===== src/rtl/mem_arbiter_pkg.sv =====
// Shared encodings for the RAM-port arbiter: FSM states, grant identifiers and
// read/write direction codes.
package mem_arbiter_pkg;

    typedef enum logic [1:0] {
        ST_IDLE  = 2'd0,
        ST_READ  = 2'd1,
        ST_WRITE = 2'd2,
        ST_DONE  = 2'd3
    } state_t;

    localparam logic GRANT_ICACHE = 1'b0;
    localparam logic GRANT_DCACHE = 1'b1;

    localparam logic RW_READ  = 1'b1;
    localparam logic RW_WRITE = 1'b0;

endpackage


===== src/rtl/mem_arbiter_if.sv =====
// Bundle of the cache-side request/done signals and the byte-wide RAM port
// owned by mem_arbiter; slave is the arbiter, master is the cache/RAM side.
interface mem_arbiter_if #(
    parameter int ADDR_WIDTH  = 17,
    parameter int BLOCK_WIDTH = 4
);
    localparam int BLOCK_SIZE = 2 ** BLOCK_WIDTH;
    localparam int TAG_WIDTH  = ADDR_WIDTH - BLOCK_WIDTH;

    // Handshake: a request is a level held until the matching done pulses for
    // one cycle; done is the only acknowledgement and blockData is valid with it.
    logic [7:0]              memIn;
    logic [ADDR_WIDTH-1:0]   memAddr;
    logic [7:0]              memOut;
    logic                    readWriteOut;
    logic                    icacheReq;
    logic [TAG_WIDTH-1:0]    icacheAddr;
    logic                    icacheDone;
    logic                    dcacheReq;
    logic                    dcacheReadWrite;
    logic [TAG_WIDTH-1:0]    dcacheAddr;
    logic [BLOCK_SIZE*8-1:0] dcacheDataIn;
    logic                    dcacheDone;
    logic [BLOCK_SIZE*8-1:0] blockData;
    logic                    busy;

    modport slave (
        input  memIn, icacheReq, icacheAddr, dcacheReq, dcacheReadWrite,
               dcacheAddr, dcacheDataIn,
        output memAddr, memOut, readWriteOut, icacheDone, dcacheDone,
               blockData, busy
    );

    modport master (
        output memIn, icacheReq, icacheAddr, dcacheReq, dcacheReadWrite,
               dcacheAddr, dcacheDataIn,
        input  memAddr, memOut, readWriteOut, icacheDone, dcacheDone,
               blockData, busy
    );

endinterface


===== src/rtl/mem_arbiter_block_shifter.sv =====
// Block-sized byte register: whole-block load, byte-lane write by index and
// byte read by index; en low freezes the contents.
module block_shifter #(
    parameter int BLOCK_WIDTH = 4
) (
    input  logic                           clk,
    input  logic                           rst_n,
    input  logic                           en,
    input  logic                           load,
    input  logic [(8<<BLOCK_WIDTH)-1:0]    load_data,
    input  logic                           wr,
    input  logic [BLOCK_WIDTH-1:0]         wr_idx,
    input  logic [7:0]                     wr_byte,
    input  logic [BLOCK_WIDTH-1:0]         rd_idx,
    output logic [7:0]                     rd_byte,
    output logic [(8<<BLOCK_WIDTH)-1:0]    block
);

    always_ff @(posedge clk or negedge rst_n) begin
        if (!rst_n) begin
            block <= '0;
        end else if (en) begin
            if (load) begin
                block <= load_data;
            end else if (wr) begin
                block[{wr_idx, 3'b000} +: 8] <= wr_byte;
            end
        end
    end

    assign rd_byte = block[{rd_idx, 3'b000} +: 8];

endmodule


===== src/rtl/mem_arbiter.sv =====
// Shares the byte-wide RAM port between ICache refills and DCache refills/write-backs,
// one whole block per grant. Define MEM_ARB_ROUND_ROBIN_EN to alternate grants on ties.
module mem_arbiter
    import mem_arbiter_pkg::*;
#(
    parameter int ADDR_WIDTH  = 17,
    parameter int BLOCK_WIDTH = 4
) (
    input  logic          clkIn,
    input  logic          resetIn,
    input  logic          readyIn,
    mem_arbiter_if.slave  bus,
    output state_t        state_dbg
);

    localparam int BLOCK_SIZE = 2 ** BLOCK_WIDTH;
    localparam int TAG_WIDTH  = ADDR_WIDTH - BLOCK_WIDTH;
    localparam int CNT_W      = BLOCK_WIDTH + 1;
    localparam logic [CNT_W-1:0] CNT_READ_LAST  = CNT_W'(BLOCK_SIZE);
    localparam logic [CNT_W-1:0] CNT_WRITE_LAST = CNT_W'(BLOCK_SIZE - 1);

    state_t                 state;
    logic [CNT_W-1:0]       cnt;
    logic [TAG_WIDTH-1:0]   tag;
    logic                   grant;
    logic [ADDR_WIDTH-1:0]  mem_addr;
    logic [7:0]             mem_out;
    logic                   rw;
    logic                   icache_done;
    logic                   dcache_done;

    logic                   req_any;
    logic                   pick;
    logic [TAG_WIDTH-1:0]   pick_tag;
    logic                   pick_write;
    logic [CNT_W-1:0]       cnt_inc;
    logic [CNT_W-1:0]       cnt_dec;
    logic [BLOCK_WIDTH-1:0] idx_next;
    logic [7:0]             rd_byte;

`ifdef MEM_ARB_ROUND_ROBIN_EN
    logic last_grant;

    always_ff @(posedge clkIn or negedge resetIn) begin
        if (!resetIn) begin
            last_grant <= GRANT_ICACHE;
        end else if (readyIn && state == ST_IDLE && req_any) begin
            last_grant <= pick;
        end
    end
`endif

    assign req_any = bus.icacheReq | bus.dcacheReq;

    always_comb begin
        pick = GRANT_ICACHE;
`ifdef MEM_ARB_ROUND_ROBIN_EN
        if (bus.dcacheReq && bus.icacheReq) begin
            pick = (last_grant == GRANT_ICACHE) ? GRANT_DCACHE : GRANT_ICACHE;
        end else if (bus.dcacheReq) begin
            pick = GRANT_DCACHE;
        end
`else
        if (bus.dcacheReq) begin
            pick = GRANT_DCACHE;
        end
`endif
    end

    assign pick_tag   = (pick == GRANT_DCACHE) ? bus.dcacheAddr : bus.icacheAddr;
    assign pick_write = (pick == GRANT_DCACHE) && (bus.dcacheReadWrite == RW_WRITE);
    assign cnt_inc    = cnt + 1'b1;
    assign cnt_dec    = cnt - 1'b1;
    assign idx_next   = cnt_inc[BLOCK_WIDTH-1:0];

    // One register serves both directions: refill bytes land in it, and a
    // write-back block is loaded into it at grant and read out byte by byte.
    block_shifter #(.BLOCK_WIDTH(BLOCK_WIDTH)) u_shifter (
        .clk       (clkIn),
        .rst_n     (resetIn),
        .en        (readyIn),
        .load      (state == ST_IDLE && req_any && pick_write),
        .load_data (bus.dcacheDataIn),
        .wr        (state == ST_READ && cnt != '0),
        .wr_idx    (cnt_dec[BLOCK_WIDTH-1:0]),
        .wr_byte   (bus.memIn),
        .rd_idx    (idx_next),
        .rd_byte   (rd_byte),
        .block     (bus.blockData)
    );

    always_ff @(posedge clkIn or negedge resetIn) begin
        if (!resetIn) begin
            state       <= ST_IDLE;
            cnt         <= '0;
            tag         <= '0;
            grant       <= GRANT_ICACHE;
            mem_addr    <= '0;
            mem_out     <= '0;
            rw          <= RW_READ;
            icache_done <= 1'b0;
            dcache_done <= 1'b0;
        end else if (readyIn) begin
            case (state)
                ST_IDLE: begin
                    cnt <= '0;
                    if (req_any) begin
                        grant    <= pick;
                        tag      <= pick_tag;
                        mem_addr <= {pick_tag, {BLOCK_WIDTH{1'b0}}};
                        if (pick_write) begin
                            state   <= ST_WRITE;
                            rw      <= RW_WRITE;
                            mem_out <= bus.dcacheDataIn[7:0];
                        end else begin
                            state <= ST_READ;
                            rw    <= RW_READ;
                        end
                    end
                end
                // Read data trails the address by a cycle, so READ runs one
                // cycle past the last address to capture the final byte.
                ST_READ: begin
                    if (cnt == CNT_READ_LAST) begin
                        state       <= ST_DONE;
                        icache_done <= (grant == GRANT_ICACHE);
                        dcache_done <= (grant == GRANT_DCACHE);
                    end else begin
                        cnt <= cnt_inc;
                        if (cnt < CNT_WRITE_LAST) begin
                            mem_addr <= {tag, idx_next};
                        end
                    end
                end
                ST_WRITE: begin
                    if (cnt == CNT_WRITE_LAST) begin
                        state       <= ST_DONE;
                        rw          <= RW_READ;
                        icache_done <= (grant == GRANT_ICACHE);
                        dcache_done <= (grant == GRANT_DCACHE);
                    end else begin
                        cnt      <= cnt_inc;
                        mem_addr <= {tag, idx_next};
                        mem_out  <= rd_byte;
                    end
                end
                ST_DONE: begin
                    state       <= ST_IDLE;
                    rw          <= RW_READ;
                    icache_done <= 1'b0;
                    dcache_done <= 1'b0;
                end
                default: state <= ST_IDLE;
            endcase
        end
    end

    assign bus.memAddr      = mem_addr;
    assign bus.memOut       = mem_out;
    assign bus.readWriteOut = rw;
    assign bus.icacheDone   = icache_done;
    assign bus.dcacheDone   = dcache_done;
    assign bus.busy         = (state != ST_IDLE);
    assign state_dbg        = state;

endmodule


===== src/flat_wrapper.sv =====
// flat-port wrapper written by rule: the top's interface ports become plain ports
module mem_arbiter_flat import mem_arbiter_pkg::*;
#(
    parameter int ADDR_WIDTH  = 17,
    parameter int BLOCK_WIDTH = 4
)
  (clkIn, resetIn, readyIn, state_dbg, bus_memIn, bus_icacheReq, bus_icacheAddr, bus_dcacheReq, bus_dcacheReadWrite, bus_dcacheAddr, bus_dcacheDataIn, bus_memAddr, bus_memOut, bus_readWriteOut, bus_icacheDone, bus_dcacheDone, bus_blockData, bus_busy);
  mem_arbiter_if #(.ADDR_WIDTH(ADDR_WIDTH), .BLOCK_WIDTH(BLOCK_WIDTH)) bus_i ();
  input  logic clkIn;
  input  logic resetIn;
  input  logic readyIn;
  output state_t state_dbg;
  input wire logic [$bits(bus_i.memIn)-1:0] bus_memIn;
  input wire logic [$bits(bus_i.icacheReq)-1:0] bus_icacheReq;
  input wire logic [$bits(bus_i.icacheAddr)-1:0] bus_icacheAddr;
  input wire logic [$bits(bus_i.dcacheReq)-1:0] bus_dcacheReq;
  input wire logic [$bits(bus_i.dcacheReadWrite)-1:0] bus_dcacheReadWrite;
  input wire logic [$bits(bus_i.dcacheAddr)-1:0] bus_dcacheAddr;
  input wire logic [$bits(bus_i.dcacheDataIn)-1:0] bus_dcacheDataIn;
  output wire logic [$bits(bus_i.memAddr)-1:0] bus_memAddr;
  output wire logic [$bits(bus_i.memOut)-1:0] bus_memOut;
  output wire logic [$bits(bus_i.readWriteOut)-1:0] bus_readWriteOut;
  output wire logic [$bits(bus_i.icacheDone)-1:0] bus_icacheDone;
  output wire logic [$bits(bus_i.dcacheDone)-1:0] bus_dcacheDone;
  output wire logic [$bits(bus_i.blockData)-1:0] bus_blockData;
  output wire logic [$bits(bus_i.busy)-1:0] bus_busy;
  assign bus_i.memIn = bus_memIn;
  assign bus_i.icacheReq = bus_icacheReq;
  assign bus_i.icacheAddr = bus_icacheAddr;
  assign bus_i.dcacheReq = bus_dcacheReq;
  assign bus_i.dcacheReadWrite = bus_dcacheReadWrite;
  assign bus_i.dcacheAddr = bus_dcacheAddr;
  assign bus_i.dcacheDataIn = bus_dcacheDataIn;
  assign bus_memAddr = bus_i.memAddr;
  assign bus_memOut = bus_i.memOut;
  assign bus_readWriteOut = bus_i.readWriteOut;
  assign bus_icacheDone = bus_i.icacheDone;
  assign bus_dcacheDone = bus_i.dcacheDone;
  assign bus_blockData = bus_i.blockData;
  assign bus_busy = bus_i.busy;
  mem_arbiter #(.ADDR_WIDTH(ADDR_WIDTH), .BLOCK_WIDTH(BLOCK_WIDTH)) u_core (.clkIn(clkIn), .resetIn(resetIn), .readyIn(readyIn), .bus(bus_i), .state_dbg(state_dbg));
endmodule

===== config.mk =====
export PLATFORM = sky130hd
export DESIGN_NAME = mem_arbiter_flat
export DESIGN_NICKNAME = d
export VERILOG_FILES = /design/src/rtl/mem_arbiter_pkg.sv /design/src/rtl/mem_arbiter_if.sv /design/src/rtl/mem_arbiter_block_shifter.sv /design/src/rtl/mem_arbiter.sv /design/src/flat_wrapper.sv
export SDC_FILE = /design/constraint.sdc
export NUM_CORES = 1
export LEC_CHECK = 0
export ABC_AREA = 1
export BUFFER_PORTS_ARGS = -buffer_cell sky130_fd_sc_hd__buf_2
export CAP_MARGIN = 0
export CORE_AREA = 3 3 146 148
export DETAILED_ROUTE_END_ITERATION = 12
export DIE_AREA = 0 0 149 151
export PLACE_DENSITY = 0.94
export REMOVE_ABC_BUFFERS = 1
export SLEW_MARGIN = 20
export SYNTH_ARGS = -nofsm -noshare
export SYNTH_HDL_FRONTEND = slang
export SYNTH_SLANG_ARGS = --single-unit

===== constraint.sdc =====
create_clock -name clkIn -period 4.75 [get_ports clkIn]
set_input_delay 0.7125 -clock clkIn [delete_from_list [all_inputs] [get_ports clkIn]]
set_output_delay 0.7125 -clock clkIn [all_outputs]
set_load 0.05 [all_outputs]

==> reports/metrics.cfg, run 1 <==
[synthesis]
synthTopCellsByCount = 774 x nand2_1, 176 x dfrtp_1, 174 x nor2_1
seq_area_frac_synth_pct = 40.0
ys_warn_count = 0
syn_area_um2 = 11100
synth_most_common_cell = nand2_1
synth_area_per_cell_um2 = 6.69
synth-edff-count = 0
ys_types = 42
yosysTopAreaCell = dfrtp_1
ys.flop_type = dfrtp_1
synthCells = 1658
ys_top_cells_by_area = dfrtp_1 40%, nand2_1 26%, nor2_1 5.9%
synth_top_cell_area_share_pct = 39.7
synth-seq-cells = 177
postSynth.asyncResetShare_pct = 100

[global_routing]
grt_use_met1_pct = 48.4
grt_pass1_vias = 11597
grt_max_degree = 99
overflow = 0
top_usage_layer = met2
grt_pass1_wl_um = 64300
grtUsageTotal_pct = 37.0
met3_usage_pct = 7.93
antenna_found_initial = 0
grt_use_met2_pct = 60.2

[sta]
setup_viol = 0
worstMarginPinSlew_ps = 936
rsz0062_at_grt = no
setup_ws_ps = 1440
fin_crit_sh_pct = 69.7
worst_slew_margin_rel_pct = 37.6
whs_ps = 347
skew_ps = 10.1
slew_violations = 0
max_freq_ghz = 0.302
setup_tns_ps = 0
hold_viol = 0
post-route-min-period_ps = 3310

[min_path]
hp-class = primary input to asynchronous set/reset pin

[setup_path]
worst-r2r-setup-slack_ps = 1440
crit_path_start = u_core.cnt[0]
reg2reg_from = u_core.cnt[0]
r2r-end = u_core.u_shifter.block[102]
crit_fanout = 47
r2r_cells = 13
critPathKind = flop to flop
required_ps = 5130
endpoint_kind = flop
crit_end = u_core.u_shifter.block[102]
startpoint_type = flop
arrival_ps = 3690

[route]
ant_nets = 0
drc_errors = 0
dr.first_iter.drc_count = 1611
vias = 12736
post_drt_wl_per_cell_um = 19.0
first_pass_iters = 7
routed_wl_um = 42400
viasPerCell = 5.71

[placed_design]
dpl.cell_count = 2197
dp_hpwl_um = 32600
gp_congestion = 1.05
pre_cts_ws_ps = 1520
port_buffers = 326
post_dp_cell_area_um2 = 12800

[power_and_ir_drop]
cellLeakagePower_nw = 7.69
power.total_mw = 8.99
vdd_drop_max_mv = 0.383
cellPowerDensity_nw_per_um2 = 669

[die]
fp-row-count = 52
die_w_um = 149
initial_core_util_pct = 55.0
design.core.area_um2 = 20200
die_area_um2 = 22500
io-pin-count = 327
die_y_um = 151

[layout]
nets = 2125
final_area_um2 = 13400
final_cells = 2229
drive_gt1_share_pct = 23.4
num_antenna_cells = 0
area_delta_synth_final_pct = 21.3
utilization_pct = 66.7

[cts]
clk_latency_ps = 440
path_clk_slew_ps = 70
clockBufferDepth = 2
cts_made_buffers = 17
postCtsSetupBuffers = 0
clock_sinks = 177
ctsResizeCount = 0
holdBufCountCts = 0
htree_levels = 4
cts-root-buf = clkbuf_16
cts_tree = yes

[outcome]
status = finished clean

[job]
max_cap_viol_count = 0

[per-layer routing]
metal	vias up	part of all wire (%)
met4	0	4.4
met5	-	0
met3	161	12
met1	5858	38
met2	899	46
li1	5818	-
[cells by family after synthesis]
family	share of synthesized area [%]
flip-flops	40.0
AO/OA/AOI/OAI	8.83
AND/OR/NAND/NOR	42.9
buffers and inverters	7.00
XOR/XNOR	0.0790
adder cells (fa/ha/maj)	1.24
[cell type report]
class,instances,area [µm²]
timing repair buffer,337,1730
clock buffer,17,425
multi-input combinational,1304,5910
clock inverter,15,194
tap,270,338
sequential,177,4430
inverter,109,422
fill,1785,6720
[report_power, final]
group | leakage (nW) | internal [mW] | switching (mW)
sequential | 2.29 | 1.94 | 0.406
combinational | 5.10 | 1.20 | 3.95
clock | 0.296 | 0.803 | 0.697
[critical path, stage by stage (launching register included)]
cell and delay, ps:
dfrtp_1 410, inv_4 60, buf_4 380, ha_1 300, nand2_1 70, nand3_1 130, nand2_4 150, inv_2 560
nand3_2 290, inv_2 230, nand2_2 80, a21oi_2 360, nand2_1 110, nand2_1 80
[registers in the layout, indices dropped and copies added (netlist names)]
register / count
u_core.tag: 13
u_core.bus.memOut: 8
u_core.state_dbg: 2
u_core.bus.memAddr: 17
u_core.bus.icacheDone: 1
u_core.u_shifter.block: 128
u_core.grant: 1
u_core.bus.readWriteOut: 1
u_core.cnt: 5
u_core.bus.dcacheDone: 1
[placed cells by master, fill, tap and decap left out, drive strengths merged]
master	instances
nand2	797
a31oi	26
dfrtp	176
o31ai	1
o211ai	2
clkbuf	17
nor2	194
clkinv	6
bufinv	2
a22oi	2
dfstp	1
clkinvlp	2
o2111ai	1
o21ai	80
nand3	101
a21oi	54
a22o	1
inv	114
nor3	9
xnor2	1
buf	337
ha	11
nand4	24
[worst min path at each step]
stage / end
after floorplan: u_core.bus.dcacheDone
after global placement: u_core.bus.memAddr[0]
after detailed placement: u_core.bus.memAddr[0]
after CTS: u_core.u_shifter.block[75]
after global routing: u_core.u_shifter.block[74]
final: u_core.u_shifter.block[78]
No activity file was read; power rests on OpenSTA's default activity.
==> inputs of run 2 (changes only) <==
- ABC_AREA: 1 -> 0
- CORE_AREA: 3 3 146 148 -> 3 3 144 146
- DIE_AREA: 0 0 149 151 -> 0 0 147 149
- PLACE_DENSITY: 0.94 -> 0.9
- clock period: 4.75 -> 3.3 ns (I/O delays scaled with it)
==> reports/metrics.cfg, run 2 <==
[cts]
clockBufferDepth = 2  ; unchanged
htree_levels = 4  ; unchanged
cts_tree = yes
path_clk_slew_ps = 70  ; about the same
cts-root-buf = clkbuf_16
cts_made_buffers = 17  ; unchanged
clock_sinks = 177  ; unchanged
clk_latency_ps = 440  ; about the same
holdBufCountCts = 0  ; unchanged

[global_routing]
antenna_found_initial = 3  ; +3
top_usage_layer = met2
grtUsageTotal_pct = 34.2  ; -2.8 points
grt_use_met2_pct = 54.6  ; -5.6 points
grt_pass1_vias = 9916  ; -14%
grt_max_degree = 79  ; -20%
grt_use_met1_pct = 43.2  ; -5.2 points
met3_usage_pct = 9.81  ; +1.9 points
overflow = 0  ; unchanged
grt_pass1_wl_um = 57500  ; -11%

[route]
routed_wl_um = 38300  ; -9.8%
viasPerCell = 6.40  ; +12%
first_pass_iters = 8  ; +1
ant_nets = 0  ; unchanged
dr.first_iter.drc_count = 1282  ; -20%
drc_errors = 0  ; unchanged
post_drt_wl_per_cell_um = 24.1  ; +27%
vias = 10180  ; -20%

[synthesis]
syn_area_um2 = 10100  ; -8.8%
synth_area_per_cell_um2 = 10.2  ; +53%
seq_area_frac_synth_pct = 43.8  ; +3.9 points
ys.flop_type = dfrtp_1
yosysTopAreaCell = dfrtp_1
postSynth.asyncResetShare_pct = 100  ; unchanged
synth_top_cell_area_share_pct = 43.6  ; +3.8 points
synth-seq-cells = 177  ; unchanged
synthTopCellsByCount = 176 x dfrtp_1, 161 x nand2_1, 80 x o21ai_0
ys_types = 66  ; +57%
synthCells = 991  ; -40%
ys_top_cells_by_area = dfrtp_1 44%, mux2_2 7.9%, mux4_2 7.1%
synth_most_common_cell = dfrtp_1
synth-edff-count = 0  ; unchanged
ys_warn_count = 0  ; unchanged

[power_and_ir_drop]
cellLeakagePower_nw = 6.33  ; -18%
cellPowerDensity_nw_per_um2 = 1120  ; +68%
vdd_drop_max_mv = 0.682  ; +78%
power.total_mw = 14.4  ; +60%

[die]
io-pin-count = 327  ; unchanged
die_y_um = 149  ; -1.3%
initial_core_util_pct = 51.8  ; -3.2 points
die_w_um = 147  ; -1.3%
fp-row-count = 51  ; -1.9%
die_area_um2 = 21900  ; -2.6%
design.core.area_um2 = 19500  ; -3.2%

[setup_path]
endpoint_kind = flop
startpoint_type = flop
reg2reg_from = u_core.cnt[0]
critPathKind = flop to flop
arrival_ps = 3430  ; -260 ps
required_ps = 3590  ; -1540 ps
crit_path_start = u_core.cnt[0]
crit_fanout = 16  ; -66%

[sta]
worst_slew_margin_rel_pct = 46.5  ; +8.9 points
max_freq_ghz = 0.319  ; +5.6%
skew_ps = 13.2  ; +3.11 ps
hold_viol = 0  ; unchanged
slew_violations = 0  ; unchanged
setup_viol = 0  ; unchanged
post-route-min-period_ps = 3130  ; -177 ps
fin_crit_sh_pct = 95.0  ; +25 points
whs_ps = 75.7  ; -272 ps
setup_tns_ps = 0  ; unchanged
worstMarginPinSlew_ps = 799  ; -137 ps
rsz0062_at_grt = no

[layout]
layout_commonest_cell = buf_2
multi_input_area_um2 = 5320  ; -9.9%
largest_register_ffs = 128  ; unchanged
mostFrequentLayoutCells = 325 x buf_2, 175 x dfrtp_1, 161 x nand2_1
area_delta_synth_final_pct = 26.6
drive_gt1_share_pct = 41.1  ; +18 points
final_area_um2 = 12800  ; -4.8%
fillers = 1514  ; -15%
nets = 1488  ; -30%
largest_register = u_core.u_shifter.block
regArea_um2 = 4430  ; about the same

[placed_design]
post_dp_cell_area_um2 = 12200  ; -4.8%
dp_hpwl_um = 28200  ; -14%
gp_congestion = 0.933  ; -11%
port_buffers = 326  ; unchanged

[job]
max_cap_viol_count = 0  ; unchanged

[min_path]
hp-class = primary input to asynchronous set/reset pin

[outcome]
status = finished clean

==> run 2: changes by cell type after synthesis, moves of 25 or more <==
cell | previous run | this run
and3_1 | 0 | 25
nor2_1 | 174 | 40
nand3_1 | 95 | 55
nand2_1 | 774 | 161
mux2i_1 | 0 | 31
mux2_2 | 0 | 71
inv_1 | 90 | 24
mux4_2 | 0 | 32
==> run 2: path summary, 6_finish.rpt <==
check / end / slack [ps] / depth (start not counted)
worst min register to register: u_core.bus.memAddr[13] / 480 / 2
worst max-delay path: u_core.bus.memOut[3] / 170 / 9
worst max register to register: u_core.bus.memOut[3] / 170 / 9
worst min-delay path: u_core.bus.memAddr[15] / 80 / 1
min in group clkIn: u_core.u_shifter.block[13] / 290 / 2
max in group asynchronous: u_core.u_shifter.block[110] / 2320 / 2
==> run 2: area by class of cell <==
type	instances	area share (%)
Inverter	27	0.792
Tap cell	265	2.59
Clock inverter	13	1.14
Sequential cell	177	34.6
Timing Repair Buffer	375	15.8
Clock buffer	19	3.38
Multi-Input combinational cell	711	41.6
Antenna cell	3	0.0587
==> run 2: cells by family after synthesis <==
group	Yosys count	synth area share, %
XOR/XNOR	6	0.805
adder cells (fa/ha/maj)	11	1.36
flip-flops	177	43.8
AND/OR/NAND/NOR	324	14.8
multiplexers	138	18.6
AO/OA/AOI/OAI	232	16.5
buffers and inverters	103	4.18
==> run 2: worst max-delay path, stage by stage (launching register included) <==
cell      delay [ps]
dfrtp_2          420
buf_4            340
ha_1             360
and3_1           210
ha_1             170
a21bo_2          160
a21o_1           340
clkinv_1         400
nand2_1          400
o211ai_1         180
==> run 2: stage by stage <==
step,utilization [%],worst slack [ps],instances
after floorplan,-,-1730,915
after global placement,62.4,265,1554
after detailed placement,62.5,140,1555
after CTS,65.5,129,1587
after global routing,65.5,32.3,1589
final,65.5,166,1590
==> run 2: per-layer routing <==
metal | vias up | share of wire [%]
met5 | - | 0.034
met4 | 2 | 5.0
met3 | 167 | 13
met2 | 853 | 47
met1 | 4860 | 35
li1 | 4298 | -
==> run 2: report_power, final <==
part / leakage, nW / switching (mW) / internal, mW / total (mW)
Clock: 0.273 / 0.953 / 1.07 / 2.02
Combinational: 3.73 / 6.08 / 2.56 / 8.64
Sequential: 2.33 / 0.742 / 2.97 / 3.72
==> run 2: timing repair <==
item                                    in CTS  in global routing
endpoints found under the setup margin       0                  8
setup buffers                                0                  0
resized for setup                            0                  1
